$ cat config.mk
export PLATFORM = sky130hd
export DESIGN_NAME = rotary_nav
export DESIGN_NICKNAME = d
export VERILOG_FILES = /design/src/rtl/rotary_nav.sv
export SDC_FILE = /design/constraint.sdc
export NUM_CORES = 1
export LEC_CHECK = 0
export CORE_MARGIN = 1.5
export CORE_UTILIZATION = 50
export CTS_CLUSTER_SIZE = 10
export DETAILED_ROUTE_END_ITERATION = 7
export GPL_ROUTABILITY_DRIVEN = 0
export PLACE_DENSITY = 0.73
export SETUP_SLACK_MARGIN = 0.15
export SYNTH_ARGS = -nofsm -noshare
export SYNTH_HDL_FRONTEND = slang
export SYNTH_SLANG_ARGS = --single-unit
$ cat constraint.sdc
create_clock -name clk -period 2.5 [get_ports clk]
set_input_delay 0.5 -clock clk [delete_from_list [all_inputs] [get_ports clk]]
set_output_delay 0.5 -clock clk [all_outputs]
set_load 0.01 [all_outputs]
$ cat src/rtl/rotary_nav.sv
// Rotary encoder front end: synchronise, debounce and quadrature-decode the raw pins, keeping one wrapping index per bank.
// Optional macro ROT_ACCEL_EN: repeated same-direction steps within ACCEL_CYCLES move the index by 4.
`timescale 1ns/1ps
module rotary_nav #(
    parameter int CLK_FREQ     = 50,
    parameter int SETTLE_US    = 40,
    parameter int ADDR_W       = 5,
    parameter int ACCEL_CYCLES = 2500000
) (
    input  logic                  clk,
    input  logic                  rst_n,
    input  logic                  rot_a,
    input  logic                  rot_b,
    input  logic                  rot_ctr,
    input  logic [1:0]            bank_sel,
    input  logic                  clear,
    output logic                  step_prev,
    output logic                  step_next,
    output logic                  press,
    output logic [ADDR_W-1:0]     addr,
    output logic [4*ADDR_W-1:0]   addr_all
);
    localparam int SETTLE = CLK_FREQ * SETTLE_US;
    localparam int CW     = $clog2(SETTLE + 1);

    typedef enum logic [2:0] {REST, P1, P2, P3, N1, N2, N3, ERR} state_t;

    // bit 0 = a, bit 1 = b, bit 2 = push switch
    logic [2:0] raw;
    logic [2:0] sync1_q, sync2_q, last_q, filt_q, filt_d;

    assign raw = {rot_ctr, rot_b, rot_a};

    always_ff @(posedge clk or negedge rst_n) begin
        if (!rst_n) begin
            sync1_q <= '0;
            sync2_q <= '0;
            last_q  <= '0;
            filt_q  <= '0;
        end else begin
            sync1_q <= raw;
            sync2_q <= sync1_q;
            last_q  <= sync2_q;
            filt_q  <= filt_d;
        end
    end

    for (genvar i = 0; i < 3; i++) begin : g_filt
        // run_d counts how many cycles the synced value has held, including this one
        logic [CW-1:0] run_q, run_d;

        assign run_d = (sync2_q[i] != last_q[i]) ? CW'(1) :
                       (run_q == CW'(SETTLE))    ? run_q  : run_q + CW'(1);
        assign filt_d[i] = (sync2_q[i] != filt_q[i] && run_d == CW'(SETTLE)) ? sync2_q[i] : filt_q[i];

        always_ff @(posedge clk or negedge rst_n) begin
            if (!rst_n) run_q <= '0;
            else        run_q <= run_d;
        end
    end

    state_t     state_q, state_d;
    logic       prev_d, next_d, press_d;
    logic [1:0] ab;

    assign ab      = {filt_q[0], filt_q[1]};
    assign press_d = filt_d[2] & ~filt_q[2];

    always_comb begin
        state_d = state_q;
        prev_d  = 1'b0;
        next_d  = 1'b0;
        unique case (state_q)
            REST: case (ab)
                2'b10: state_d = P1;
                2'b01: state_d = N1;
                2'b11: state_d = ERR;
                default: ;
            endcase
            P1: case (ab)
                2'b11: state_d = P2;
                2'b00: state_d = REST;
                2'b01: state_d = ERR;
                default: ;
            endcase
            P2: case (ab)
                2'b01: state_d = P3;
                2'b10: state_d = P1;
                2'b00: state_d = ERR;
                default: ;
            endcase
            P3: case (ab)
                2'b00: begin state_d = REST; prev_d = 1'b1; end
                2'b11: state_d = P2;
                2'b10: state_d = ERR;
                default: ;
            endcase
            N1: case (ab)
                2'b11: state_d = N2;
                2'b00: state_d = REST;
                2'b10: state_d = ERR;
                default: ;
            endcase
            N2: case (ab)
                2'b10: state_d = N3;
                2'b01: state_d = N1;
                2'b00: state_d = ERR;
                default: ;
            endcase
            N3: case (ab)
                2'b00: begin state_d = REST; next_d = 1'b1; end
                2'b11: state_d = N2;
                2'b01: state_d = ERR;
                default: ;
            endcase
            default: if (ab == 2'b00) state_d = REST;
        endcase
    end

    logic [ADDR_W-1:0] amt;

`ifdef ROT_ACCEL_EN
    localparam int IW = $clog2(ACCEL_CYCLES + 1);
    logic [IW-1:0] ivl_q;
    logic          dir_q, dir_vld_q;

    // dir_q = 1 for the clockwise (step_next) direction
    assign amt = (dir_vld_q && ivl_q < IW'(ACCEL_CYCLES) && dir_q == next_d) ? ADDR_W'(4) : ADDR_W'(1);

    always_ff @(posedge clk or negedge rst_n) begin
        if (!rst_n) begin
            ivl_q     <= '0;
            dir_q     <= 1'b0;
            dir_vld_q <= 1'b0;
        end else if (prev_d || next_d) begin
            ivl_q     <= '0;
            dir_q     <= next_d;
            dir_vld_q <= 1'b1;
        end else if (ivl_q != IW'(ACCEL_CYCLES)) begin
            ivl_q <= ivl_q + IW'(1);
        end
    end
`else
    assign amt = ADDR_W'(1);
`endif

    logic [3:0][ADDR_W-1:0] idx_q, idx_d;
    logic                   step_prev_q, step_next_q, press_q;

    always_comb begin
        idx_d = idx_q;
        if (clear)       idx_d = '0;
        else if (next_d) idx_d[bank_sel] = idx_q[bank_sel] + amt;
        else if (prev_d) idx_d[bank_sel] = idx_q[bank_sel] - amt;
    end

    always_ff @(posedge clk or negedge rst_n) begin
        if (!rst_n) begin
            state_q     <= REST;
            idx_q       <= '0;
            step_prev_q <= 1'b0;
            step_next_q <= 1'b0;
            press_q     <= 1'b0;
        end else begin
            state_q     <= state_d;
            idx_q       <= idx_d;
            step_prev_q <= prev_d;
            step_next_q <= next_d;
            press_q     <= press_d;
        end
    end

    assign step_prev = step_prev_q;
    assign step_next = step_next_q;
    assign press     = press_q;
    assign addr      = idx_q[bank_sel];
    assign addr_all  = idx_q;
endmodule

## After elaboration in Yosys (flattened, before gate mapping)

Index checks and enable logic that the tools add are counted.

| cells by class | value |
|---|---|
| $add $sub $neg | 5 |
| $lt $le $gt $ge | 2 |
| eq/ne operators | 28 |
| multiplexer cells | 28 |
| bitwise gates (word level) | 2 |
| reductions and logical operators | 9 |

Operators by type and width:

| cell | count |
|---|---|
| $eq 11x11->1 const B | 6 |
| $mux 11 | 6 |
| $pmux 3 s3 | 7 |
| $mux 20 | 3 |
| $bwmux 20 | 2 |
| $add 11x1->11 const B | 3 |
| $ne 4x2->1 const B | 6 |
| $pmux 3 s7 | 1 |
| $bmux 5 s2 | 1 |
| $demux 5 s2 | 1 |
| $mux 5 | 2 |
| $eq 3x3->1 const B | 3 |
| $reduce_and 8->1 | 1 |
| $reduce_bool 8->1 | 1 |
| $eq 3x2->1 const B | 2 |
| $ne 1x1->1 | 6 |
| $add 5x1->5 const B | 1 |
| $sub 5x1->5 const B | 1 |
| $eq 2x2->1 const B | 2 |
| $logic_and 1x1->1 | 4 |
| $mux 1 | 4 |
| $ne 4x1->1 const B | 1 |
| $eq 3x1->1 const B | 1 |
| $logic_not 3->1 | 1 |
| other kinds (8) | 8 |

| word-level totals | value |
|---|---|
| register bits after elaboration | 71 |
| input port bits | 8 |
| output and inout bits | 28 |
| logic and storage cells | 91 |

## Depth between registers and ports, before layout

Gate-level depths: netlist of the first run.

| logic depth | value |
|---|---|
| depth in word-level cells | 8 |
| gate-level depth with buffers | 10 |
| gate-level depth less buffers | 9 |

## Worst setup path before layout of the first run

OpenSTA, ideal clock, no wires.

| path | value |
|---|---|
| kind | in2reg |
| start | in bank_sel[0] |
| end | reg idx_q, in the netlist addr_all[14] |
| setup time | 122 ps |
| data arrival time | 2172 ps |
| required time | 2378 ps |
| path slack | 207 ps |
| cell stages on the path | 8 |
| buffers on the path | 0 |
| path through | mux4_1 -> inv_1 -> ha_1 -> inv_1 -> a2111oi_2 -> a41oi_1 -> xnor2_1 -> a32o_1 |

| between the ends | value |
|---|---|
| cells in the longest elaborated chain, start to end | 8 |
| elaborated cells on any way between the ends | 14 |
| those cells by class | add/sub (2); order compare (2); mux (9); reduce/logical (1) |

Ends and longest elaborated chain:

| element | RTL line | text |
|---|---|---|
| start: declaration | 15 | `input logic [1:0] bank_sel,` |
| branches (longest 6 deep; another with $sub 5x1->5) | -- |  |
| $mux 20 (*) | 153 | `else if (next_d) idx_d[bank_sel] = idx_q[bank_sel] + amt;` |
| $mux 20 (*) | 152 | `if (clear) idx_d = '0;` |
| end signal: assignment | 166 | `idx_q <= idx_d;` |
| end: declaration | 147 | `logic [3:0][ADDR_W-1:0] idx_q, idx_d;` |

Every way passes the cells marked *. The select of a mux whose other input is x is not followed.
A chain may end at the register's enable or synchronous reset.

## Final worst setup path of the first run

| path | value |
|---|---|
| start | in bank_sel[0] |
| end | reg idx_q, in the netlist addr_all[12] |

Same word-level chain as after synthesis.

==> results.cfg, run 1 <==
[status]
outcome = finished, final reports clean

[route]
met2WireLength_um = 4160
drt_iter0_drc = 209
maxUsedRoutingLayer = met4
route.detailed.drc = 0
vias = 3183
route.detailed.wl_per_inst_um = 15.1
final_antenna_net_count = 0
routedLengthMet1_um = 3920
drt-pass1-iter-count = 4
finalWirelength_um = 8460
routed-wl-met3_um = 322
route.detailed.vias_per_inst = 5.69

[critical_path]
cp_cell_sequence = clkdlybuf4s15_2 > mux4_2 > buf_4 > inv_1 > ha_1 > inv_1 > buf_4 > a21oi_1 > a21oi_1 > xnor2_1 > nand2_1 > o21ai_0
cp.required_ns = 2.77
crit_arrival_ns = 2.57
timing_worst_setup_path_type = in -> reg
timing.critical_path.from_type = primary input
worst_path_max_delay_cell = sky130_fd_sc_hd__mux4_2
slowest_delay_ns = 0.54
endpoint_kind = register
cp_max_fo = 4

[timing]
finalWorstPathRequiredPeriod_ns = 2.30
grt_setup_unrepaired = no
finalSetupViolCount = 0
max_slew_margin_pct = 46.5
slew_violations = 0
hold_viol_final = 0
maxClockFrequency_ghz = 0.434
fin_worst_skew_ns = 0.00735
finalCritPeriodShare_pct = 92.2
worstMarginPinSlew_ns = 0.799

[final_layout]
fin_nets = 468
area.growth.synth_to_final_pct = 20.2
post_route_cells_drive_above_1_share_pct = 13.3
post-route-cell-area_um2 = 4760
instances_no_fill = 559
number_of_inserted_diodes = 0
layout.core_utilization_pct = 62.0

[floorplan]
floorplan.io_pins = 36
core_area_um2 = 7690
floorplan.initialDensity_pct = 51.6
dieHeight_um = 92.1
die-area_um2 = 8470
die_w_um = 92.1
fp-row-count = 32

[flow_run]
count_of_maximum_capacitance_violations = 0

[cts]
root_buffer = sky130_fd_sc_hd__clkbuf_8
clock_buffer_depth = 2
clk_latency_worst_skew_pair_ns = 0.34
cts_buffers = 9
htreeDepth = 3
clkSinkCount = 71
clock_tree_from_tritoncts = yes
path_clk_slew_ns = 0.08

[yosys]
yosys_register_bits = 71
synthesis.area_per_instance_um2 = 9.96
post-synth-top-area-fraction_pct = 44.8
synthTopCellsByArea = sky130_fd_sc_hd__dfrtp_1 (45%), sky130_fd_sc_hd__xnor2_1 (4.6%), sky130_fd_sc_hd__nor2_1 (3.9%)
synth_enable_flop_cells = 0
synthesis.instances = 398
syn_area_um2 = 3970
netlist.top_cell.by_area = sky130_fd_sc_hd__dfrtp_1
synth_cell_type_count = 63
ys.warnings.count = 0
synth-async-reset-ratio_pct = 100
synth-seq-area-share_pct = 44.8
synthFlopType = sky130_fd_sc_hd__dfrtp_1
synth_fp_nets = 414

[grt]
grt_antenna_before_repair = 0
overflow_after_grt = 0
first_global_vias = 3040
grt_max_degree = 72
grt_first_pass_wirelength_um = 14000
grt_use_total_pct = 20.7

[worst_hold_path]
min-delay-path-class = in -> async

[placed_design]
dp_hpwl_um = 5820
place_inst = 540
io_buffers = 35
placedInstanceArea_um2 = 4530

[power]
power_mw = 3.04
power_leakage_nw = 2.01
worst_ir_drop_vdd_mv = 0.379
pwr_density_cell_nw_per_um2 = 638
## state kept, by name, indices dropped and copies added, names as in the netlist
register and count:
press 1, g_filt.run_q 33, addr_all 20, state_q 3, last_q 3, sync1_q 3, sync2_q 3, filt_q 3
step_prev 1, step_next 1
## power by group
| part | leakage, nW | switching, mW | internal [mW] |
|---|---|---|---|
| logic | 0.971 | 0.388 | 0.383 |
| clock network | 0.0936 | 0.411 | 0.488 |
| registers | 0.944 | 0.129 | 1.24 |
| total | 2.01 | 0.927 | 2.11 |
## critical path: cells and delay by family
family	cells	cell delay [ns]
AO/OA/AOI/OAI	3	0.42
XOR/XNOR	1	0.19
adder cells (fa/ha/maj)	1	0.13
buffers and inverters	5	0.66
multiplexers	1	0.54
AND/OR/NAND/NOR	1	0.15
## final timing paths
path,from,to,slack [ns],cells after the start
max,bank_sel[0],addr_all[12],0.20,12
min,rst_n,g_filt[1].run_q[8],0.18,2
max reg2reg,addr_all[11],addr_all[12],0.22,11
min reg2reg,sync1_q[1],sync2_q[1],0.35,0
max in group asynchronous,rst_n,state_q[2],2.02,2
min in group clk,sync1_q[1],sync2_q[1],0.35,0
## synthesized netlist by cell type (5+ instances only)
library cell	n
sky130_fd_sc_hd__a21oi_1	18
sky130_fd_sc_hd__a22oi_1	10
sky130_fd_sc_hd__buf_2	6
sky130_fd_sc_hd__clkbuf_1	7
sky130_fd_sc_hd__dfrtp_1	71
sky130_fd_sc_hd__ha_1	8
sky130_fd_sc_hd__inv_1	16
sky130_fd_sc_hd__mux2i_1	5
sky130_fd_sc_hd__nand2_1	30
sky130_fd_sc_hd__nand2b_1	5
sky130_fd_sc_hd__nand3_1	15
sky130_fd_sc_hd__nand4_1	14
sky130_fd_sc_hd__nor2_1	41
sky130_fd_sc_hd__nor2b_1	5
sky130_fd_sc_hd__nor3_1	12
sky130_fd_sc_hd__o211ai_1	5
sky130_fd_sc_hd__o21ai_0	18
sky130_fd_sc_hd__xnor2_1	21
sky130_fd_sc_hd__xor2_1	14
## placed cells by master, fill, tap and decap left out, drive strengths merged, types with 2 or more instances in the layout
master / n
xor2: 14
or4: 2
nor2b: 5
clkbuf: 13
dlygate4sd2: 5
o21ai: 22
nand4: 14
xnor2: 22
a2111oi: 2
nand4b: 3
buf: 29
a31oi: 4
a21oi: 18
a41oi: 2
a32o: 3
mux4: 5
nor4bb: 3
nor2: 41
or2: 2
or3: 4
nor4: 4
nor4b: 3
mux2i: 5
and2: 5
inv: 16
mux2: 3
o211ai: 5
clkdlybuf4s50: 27
a22oi: 10
dfrtp: 71
and4: 3
ha: 8
nand2b: 5
nor3: 12
o2111ai: 2
a22o: 3
nand3: 15
nand2: 30
## stage by stage
step	setup TNS (ns)	setup WS, ns	hold slack [ns]
5_1_grt	0	0.0603	0.192
3_3_place_gp	-5.70	-0.340	0.335
3_5_place_dp	-6.62	-0.431	0.338
4_1_cts	0	0.0215	0.190
2_1_floorplan	0	0.207	0.204
6_report	0	0.196	0.176
## layout make-up
type / count / area, µm²
Clock inverter: 3 / 42.5
Tap cell: 102 / 128
Multi-Input combinational cell: 291 / 2040
Sequential cell: 71 / 1780
Fill cell: 661 / 2920
Clock buffer: 13 / 149
Inverter: 16 / 60.1
Timing Repair Buffer: 63 / 566
## routing by layer
layer / vias to the layer above / GRT usage [%]
met2: 69 / 33.6
li1: 1540 / -
met3: 6 / 5.47
met1: 1568 / 27.0
met4: 0 / 6.79
met5: - / 0
## cells by family (layout without fill, tap and decap cells)
| group | Yosys count | count (layout) | synth area share, % |
|---|---|---|---|
| muxes | 13 | 13 | 5.05 |
| AOI/OAI and AO/OA | 79 | 79 | 13.7 |
| buffers and inverters | 36 | 95 | 4.17 |
| DFF | 71 | 71 | 44.8 |
| adders and majority gates | 8 | 8 | 2.52 |
| and+or+nand+nor | 155 | 155 | 21.6 |
| xor gates and xnor gates | 36 | 36 | 8.14 |
## repair_timing
action / 4_1_cts / 5_1_grt
buffers inserted: 2 / 1
hold buffers: 0 / 0
gates resized for setup: 8 / 3
setup endpoints to repair: 17 / 5
endpoints found under the hold margin: 0 / 0
Note: power is estimated with default switching activity, not from simulation.
==> run 2: changes to the inputs <==
--- a/config.mk
+++ b/config.mk
@@ -9,8 +9,9 @@
 export CORE_UTILIZATION = 50
 export CTS_CLUSTER_SIZE = 10
 export DETAILED_ROUTE_END_ITERATION = 7
+export DONT_BUFFER_PORTS = 1
 export GPL_ROUTABILITY_DRIVEN = 0
-export PLACE_DENSITY = 0.73
+export PLACE_DENSITY = 0.67
 export SETUP_SLACK_MARGIN = 0.15
 export SYNTH_ARGS = -nofsm -noshare
 export SYNTH_HDL_FRONTEND = slang
==> results.cfg, run 2 (same netlist as run 1, synthesis figures left out) <==
[floorplan]
core_area_um2 = 7690
dieHeight_um = 92.1
fp-row-count = 32
die_w_um = 92.1
floorplan.initialDensity_pct = 51.6
floorplan.io_pins = 36
die-area_um2 = 8470

[route]
route.detailed.drc = 0
final_antenna_net_count = 0
vias = 3018
finalWirelength_um = 7980
drt-pass1-iter-count = 4
drt_iter0_drc = 175
route.detailed.wl_per_inst_um = 15.6
route.detailed.vias_per_inst = 5.89

[timing]
finalWorstPathRequiredPeriod_ns = 2.22
setup_tns_ns = 0
max_slew_margin_pct = 47.9
maxClockFrequency_ghz = 0.450
fin_worst_skew_ns = 0.0104
hold_viol_final = 0
grt_setup_unrepaired = no
finalSetupViolCount = 0
slew_violations = 0
finalCritPeriodShare_pct = 88.8
worstMarginPinSlew_ns = 0.779

[placed_design]
place_inst = 495
placedInstanceArea_um2 = 4100
io_buffers = 0
dp_hpwl_um = 5600

[cts]
htreeDepth = 3
cts_post_setup_buffers_inserted = 0
root_buffer = sky130_fd_sc_hd__clkbuf_8
cts_buffers = 9
clock_buffer_depth = 2
clock_tree_from_tritoncts = yes
path_clk_slew_ns = 0.08
clkSinkCount = 71
clk_latency_worst_skew_pair_ns = 0.35

[grt]
globalRouteMet2Util_pct = 32.2
grt_use_met3_pct = 6.47
grt_antenna_before_repair = 0
grt_max_degree = 72
overflow_after_grt = 0
first_global_vias = 3009
met1_resource_use_gr_pct = 27.6
grt_first_pass_wirelength_um = 14100
global_route.peak_usage_layer = met2
grt_use_total_pct = 20.8

[power]
pwr_density_cell_nw_per_um2 = 656
power_mw = 2.84
worst_ir_drop_vdd_mv = 0.515
power_leakage_nw = 1.79

[final_layout]
number_of_inserted_diodes = 0
instances_no_fill = 512
fin_nets = 421
post_route_cells_drive_above_1_share_pct = 12.4
most-common-layout-cells = sky130_fd_sc_hd__dfrtp_1 (70), sky130_fd_sc_hd__nor2_1 (41), sky130_fd_sc_hd__nand2_1 (30)
post-route-cell-area_um2 = 4330
largest_register_ffs = 33
layout.core_utilization_pct = 56.3
registers.top_by_ff_count = g_filt.run_q
area.growth.synth_to_final_pct = 9.18
mostFrequentLayoutCell = sky130_fd_sc_hd__dfrtp_1

[critical_path]
timing.critical_path.from_type = register
endpoint_kind = register
cp.required_ns = 2.73
timing_worst_setup_path_type = reg -> reg
slowest_delay_ns = 0.44
cp_max_fo = 6
cp_cell_sequence = nand4_1 > or3_1 > a21oi_1 > o2111ai_1 > nor4_2 > mux2_2
worst-r2r-cell-count = 6
number_of_buffer_and_inverter_instances_along_the_worst_setup_path = 0
setup.reg_to_reg.worst_slack_ns = 0.28
worst_path_dominant_cell_family = simple AND/OR/NAND/NOR gates
crit_arrival_ns = 2.45
worst_path_max_delay_cell = sky130_fd_sc_hd__dfrtp_1
worstSetupPathDepth = 6

[worst_hold_path]
min-delay-path-class = in -> async

[flow_run]
count_of_maximum_capacitance_violations = 0

[status]
outcome = finished, final reports clean
run 2: cell count changes in the layout (fill, tap and decap cells not counted), moves of 2 or more:
cell and delta:
sky130_fd_sc_hd__clkdlybuf4s50_1 -27, sky130_fd_sc_hd__clkinv_2 +2, sky130_fd_sc_hd__buf_4 -12, sky130_fd_sc_hd__dlygate4sd2_1 -5
sky130_fd_sc_hd__clkbuf_1 -2
run 2: worst register-to-register path, delay by kind of cell, from the launching register on:
family	cells	cell delay, ns
AOI/OAI and AO/OA	2	0.39
DFF	1	0.44
muxes	1	0.37
and+or+nand+nor	3	0.91
run 2: layer usage:
layer | up-vias | wire (µm)
met4 | 0 | 108
met1 | 1496 | 3620
met3 | 12 | 404
met2 | 62 | 3850
met5 | - | 0
li1 | 1448 | -
run 2: path summary, 6_finish.rpt:
path	startpoint	end
min	rst_n	g_filt[0].run_q[9]
min reg2reg	sync1_q[0]	sync2_q[0]
min in group clk	rot_a	sync1_q[0]
max in group asynchronous	rst_n	g_filt[2].run_q[1]
max	g_filt[2].run_q[4]	filt_q[2]
max reg2reg	g_filt[2].run_q[4]	filt_q[2]
run 2: through the flow:
stage / hold slack [ns] / setup WS, ns
4_1_cts: 0.0390 / 0.234
6_report: 0.0377 / 0.279
5_1_grt: 0.0527 / 0.152
3_5_place_dp: 0.207 / 0.223
2_1_floorplan: 0.204 / 0.207
3_3_place_gp: 0.207 / 0.326
run 2: layout make-up:
class	count	area, µm²
Sequential cell	71	1780
Timing Repair Buffer	16	140
Clock buffer	10	128
Fill cell	695	3360
Multi-Input combinational cell	291	2030
Clock inverter	6	61.3
Inverter	16	60.1
Tap cell	102	128
run 2: timing repair:
item | 4_1_cts | 5_1_grt
hold buffers | 1 | 0
gates resized for setup | 0 | 3
setup endpoints to repair | 0 | 16
endpoints found under the hold margin | 71 | 0
run 2: power breakdown:
part,internal (mW),total (mW),switching [mW]
clock network,0.458,0.899,0.441
logic,0.237,0.540,0.304
registers,1.24,1.40,0.160
==> run 3: changes to the inputs <==
--- a/config.mk
+++ b/config.mk
@@ -11,8 +11,9 @@
 export DETAILED_ROUTE_END_ITERATION = 7
 export DONT_BUFFER_PORTS = 1
 export GPL_ROUTABILITY_DRIVEN = 0
-export PLACE_DENSITY = 0.67
+export PLACE_DENSITY = 0.69
 export SETUP_SLACK_MARGIN = 0.15
 export SYNTH_ARGS = -nofsm -noshare
 export SYNTH_HDL_FRONTEND = slang
 export SYNTH_SLANG_ARGS = --single-unit
+export TNS_END_PERCENT = 5
==> results.cfg, run 3 (same netlist as run 1, synthesis figures left out) <==
[floorplan]
dieHeight_um = 92.1
die_w_um = 92.1
die-area_um2 = 8470
fp-row-count = 32
core_area_um2 = 7690
floorplan.initialDensity_pct = 51.6
floorplan.io_pins = 36

[route]
route.detailed.vias_per_inst = 5.95
route.detailed.wl_per_inst_um = 15.5
vias = 3027
final_antenna_net_count = 0
drt-pass1-iter-count = 5
drt_iter0_drc = 208
route.detailed.drc = 0
finalWirelength_um = 7870

[critical_path]
cp_cell_sequence = mux4_1 > buf_4 > ha_1 > a41oi_1 > xnor2_2 > a32o_1
endpoint_kind = register
timing.critical_path.from_type = register
timing_worst_setup_path_type = reg -> reg
number_of_buffer_and_inverter_instances_along_the_worst_setup_path = 1
slowest_delay_ns = 0.55
worst_path_dominant_cell_family = multiplexers
cp.required_ns = 2.74
worst_path_max_delay_cell = sky130_fd_sc_hd__mux4_1
crit_arrival_ns = 2.43
cp_max_fo = 5

[timing]
worstMarginPinSlew_ns = 0.848
setup_tns_ns = 0
slew_violations = 0
hold_viol_final = 0
fin_worst_hold_slack_ns = 0.0103
maxClockFrequency_ghz = 0.456
fin_worst_skew_ns = 0.00997
max_slew_margin_pct = 43.3
grt_setup_unrepaired = yes
finalCritPeriodShare_pct = 87.7
finalWorstPathRequiredPeriod_ns = 2.19
finalSetupViolCount = 0

[grt]
grt_antenna_before_repair = 0
first_global_vias = 2862
grt_max_degree = 72
grt_first_pass_wirelength_um = 13600
overflow_after_grt = 0
grt_use_total_pct = 20.1

[status]
outcome = finished, final reports clean

[final_layout]
most-common-layout-cells = sky130_fd_sc_hd__dfrtp_1 (71), sky130_fd_sc_hd__nor2_1 (41), sky130_fd_sc_hd__nand2_1 (30)
nFillCells = 663
registers.top_by_ff_count = g_filt.run_q
largest_register_ffs = 33
mostFrequentLayoutCell = sky130_fd_sc_hd__dfrtp_1
post-route-cell-area_um2 = 4380
multiInputGateArea_um2 = 2030
fin_nets = 418
area.growth.synth_to_final_pct = 10.5
layout.area.seq_um2 = 1780
instances_no_fill = 509
number_of_inserted_diodes = 0
post_route_cells_drive_above_1_share_pct = 11.3

[placed_design]
placedInstanceArea_um2 = 4080
io_buffers = 0
dp_hpwl_um = 5370
place_inst = 492

[cts]
htreeDepth = 3
cts_buffers = 9
clock_buffer_depth = 2
clkSinkCount = 71
clk_latency_worst_skew_pair_ns = 0.35
path_clk_slew_ns = 0.08
clock_tree_from_tritoncts = yes
root_buffer = sky130_fd_sc_hd__clkbuf_8
cts_post_setup_buffers_inserted = 0

[power]
worst_ir_drop_vdd_mv = 0.417
power_leakage_nw = 1.81
pwr_density_cell_nw_per_um2 = 725
power_mw = 3.18

[flow_run]
count_of_maximum_capacitance_violations = 0

[worst_hold_path]
min-delay-path-class = in -> async
[run 3: stage by stage]
stage	util, %	worst slack, ns
floorplan	-	0.207
global placement	53.0	0.315
detailed placement	53.0	0.291
CTS	56.9	0.310
global route	57.0	0.142
finish	57.0	0.306
[run 3: path summary, 6_finish.rpt]
| path | from | end | slack (ns) | cells past startpoint |
|---|---|---|---|---|
| min in group clk | rot_b | sync1_q[1] | 0.17 | 0 |
| max in group asynchronous | rst_n | g_filt[0].run_q[2] | 2.17 | 1 |
| worst min-delay path | rst_n | g_filt[1].run_q[8] | 0.01 | 1 |
| worst max register to register | addr_all[5] | addr_all[4] | 0.31 | 6 |
| worst min register to register | sync1_q[0] | sync2_q[0] | 0.35 | 0 |
| worst max-delay path | addr_all[5] | addr_all[4] | 0.31 | 6 |
[run 3: cell type report]
type | instances | area share, %
multi-input cells | 291 | 46.3
flip-flops and latches | 71 | 40.5
clock buffers | 11 | 3.23
clock inverters | 5 | 2.94
well taps | 102 | 2.91
repair buffers | 13 | 2.68
inverters | 16 | 1.37
[run 3: power by group]
part           switching (mW)  internal [mW]  total, mW  leakage [nW]
clock network           0.444          0.794       1.24         0.134
logic                   0.306          0.236      0.543         0.736
registers               0.158           1.24       1.40         0.944
[run 3: timing repair]
item / 4_1_cts / 5_1_grt
hold buffers: 1 / 0
setup endpoints to repair: 0 / 4
hold endpoints to repair: 71 / 0
resized for setup: 0 / 1
[run 3: metal layers]
metal  global-route usage, %  wire [µm]
met1                    27.5       3660
met2                    30.6       3700
met3                    5.72        415
met4                    7.18         98
met5                       0          0
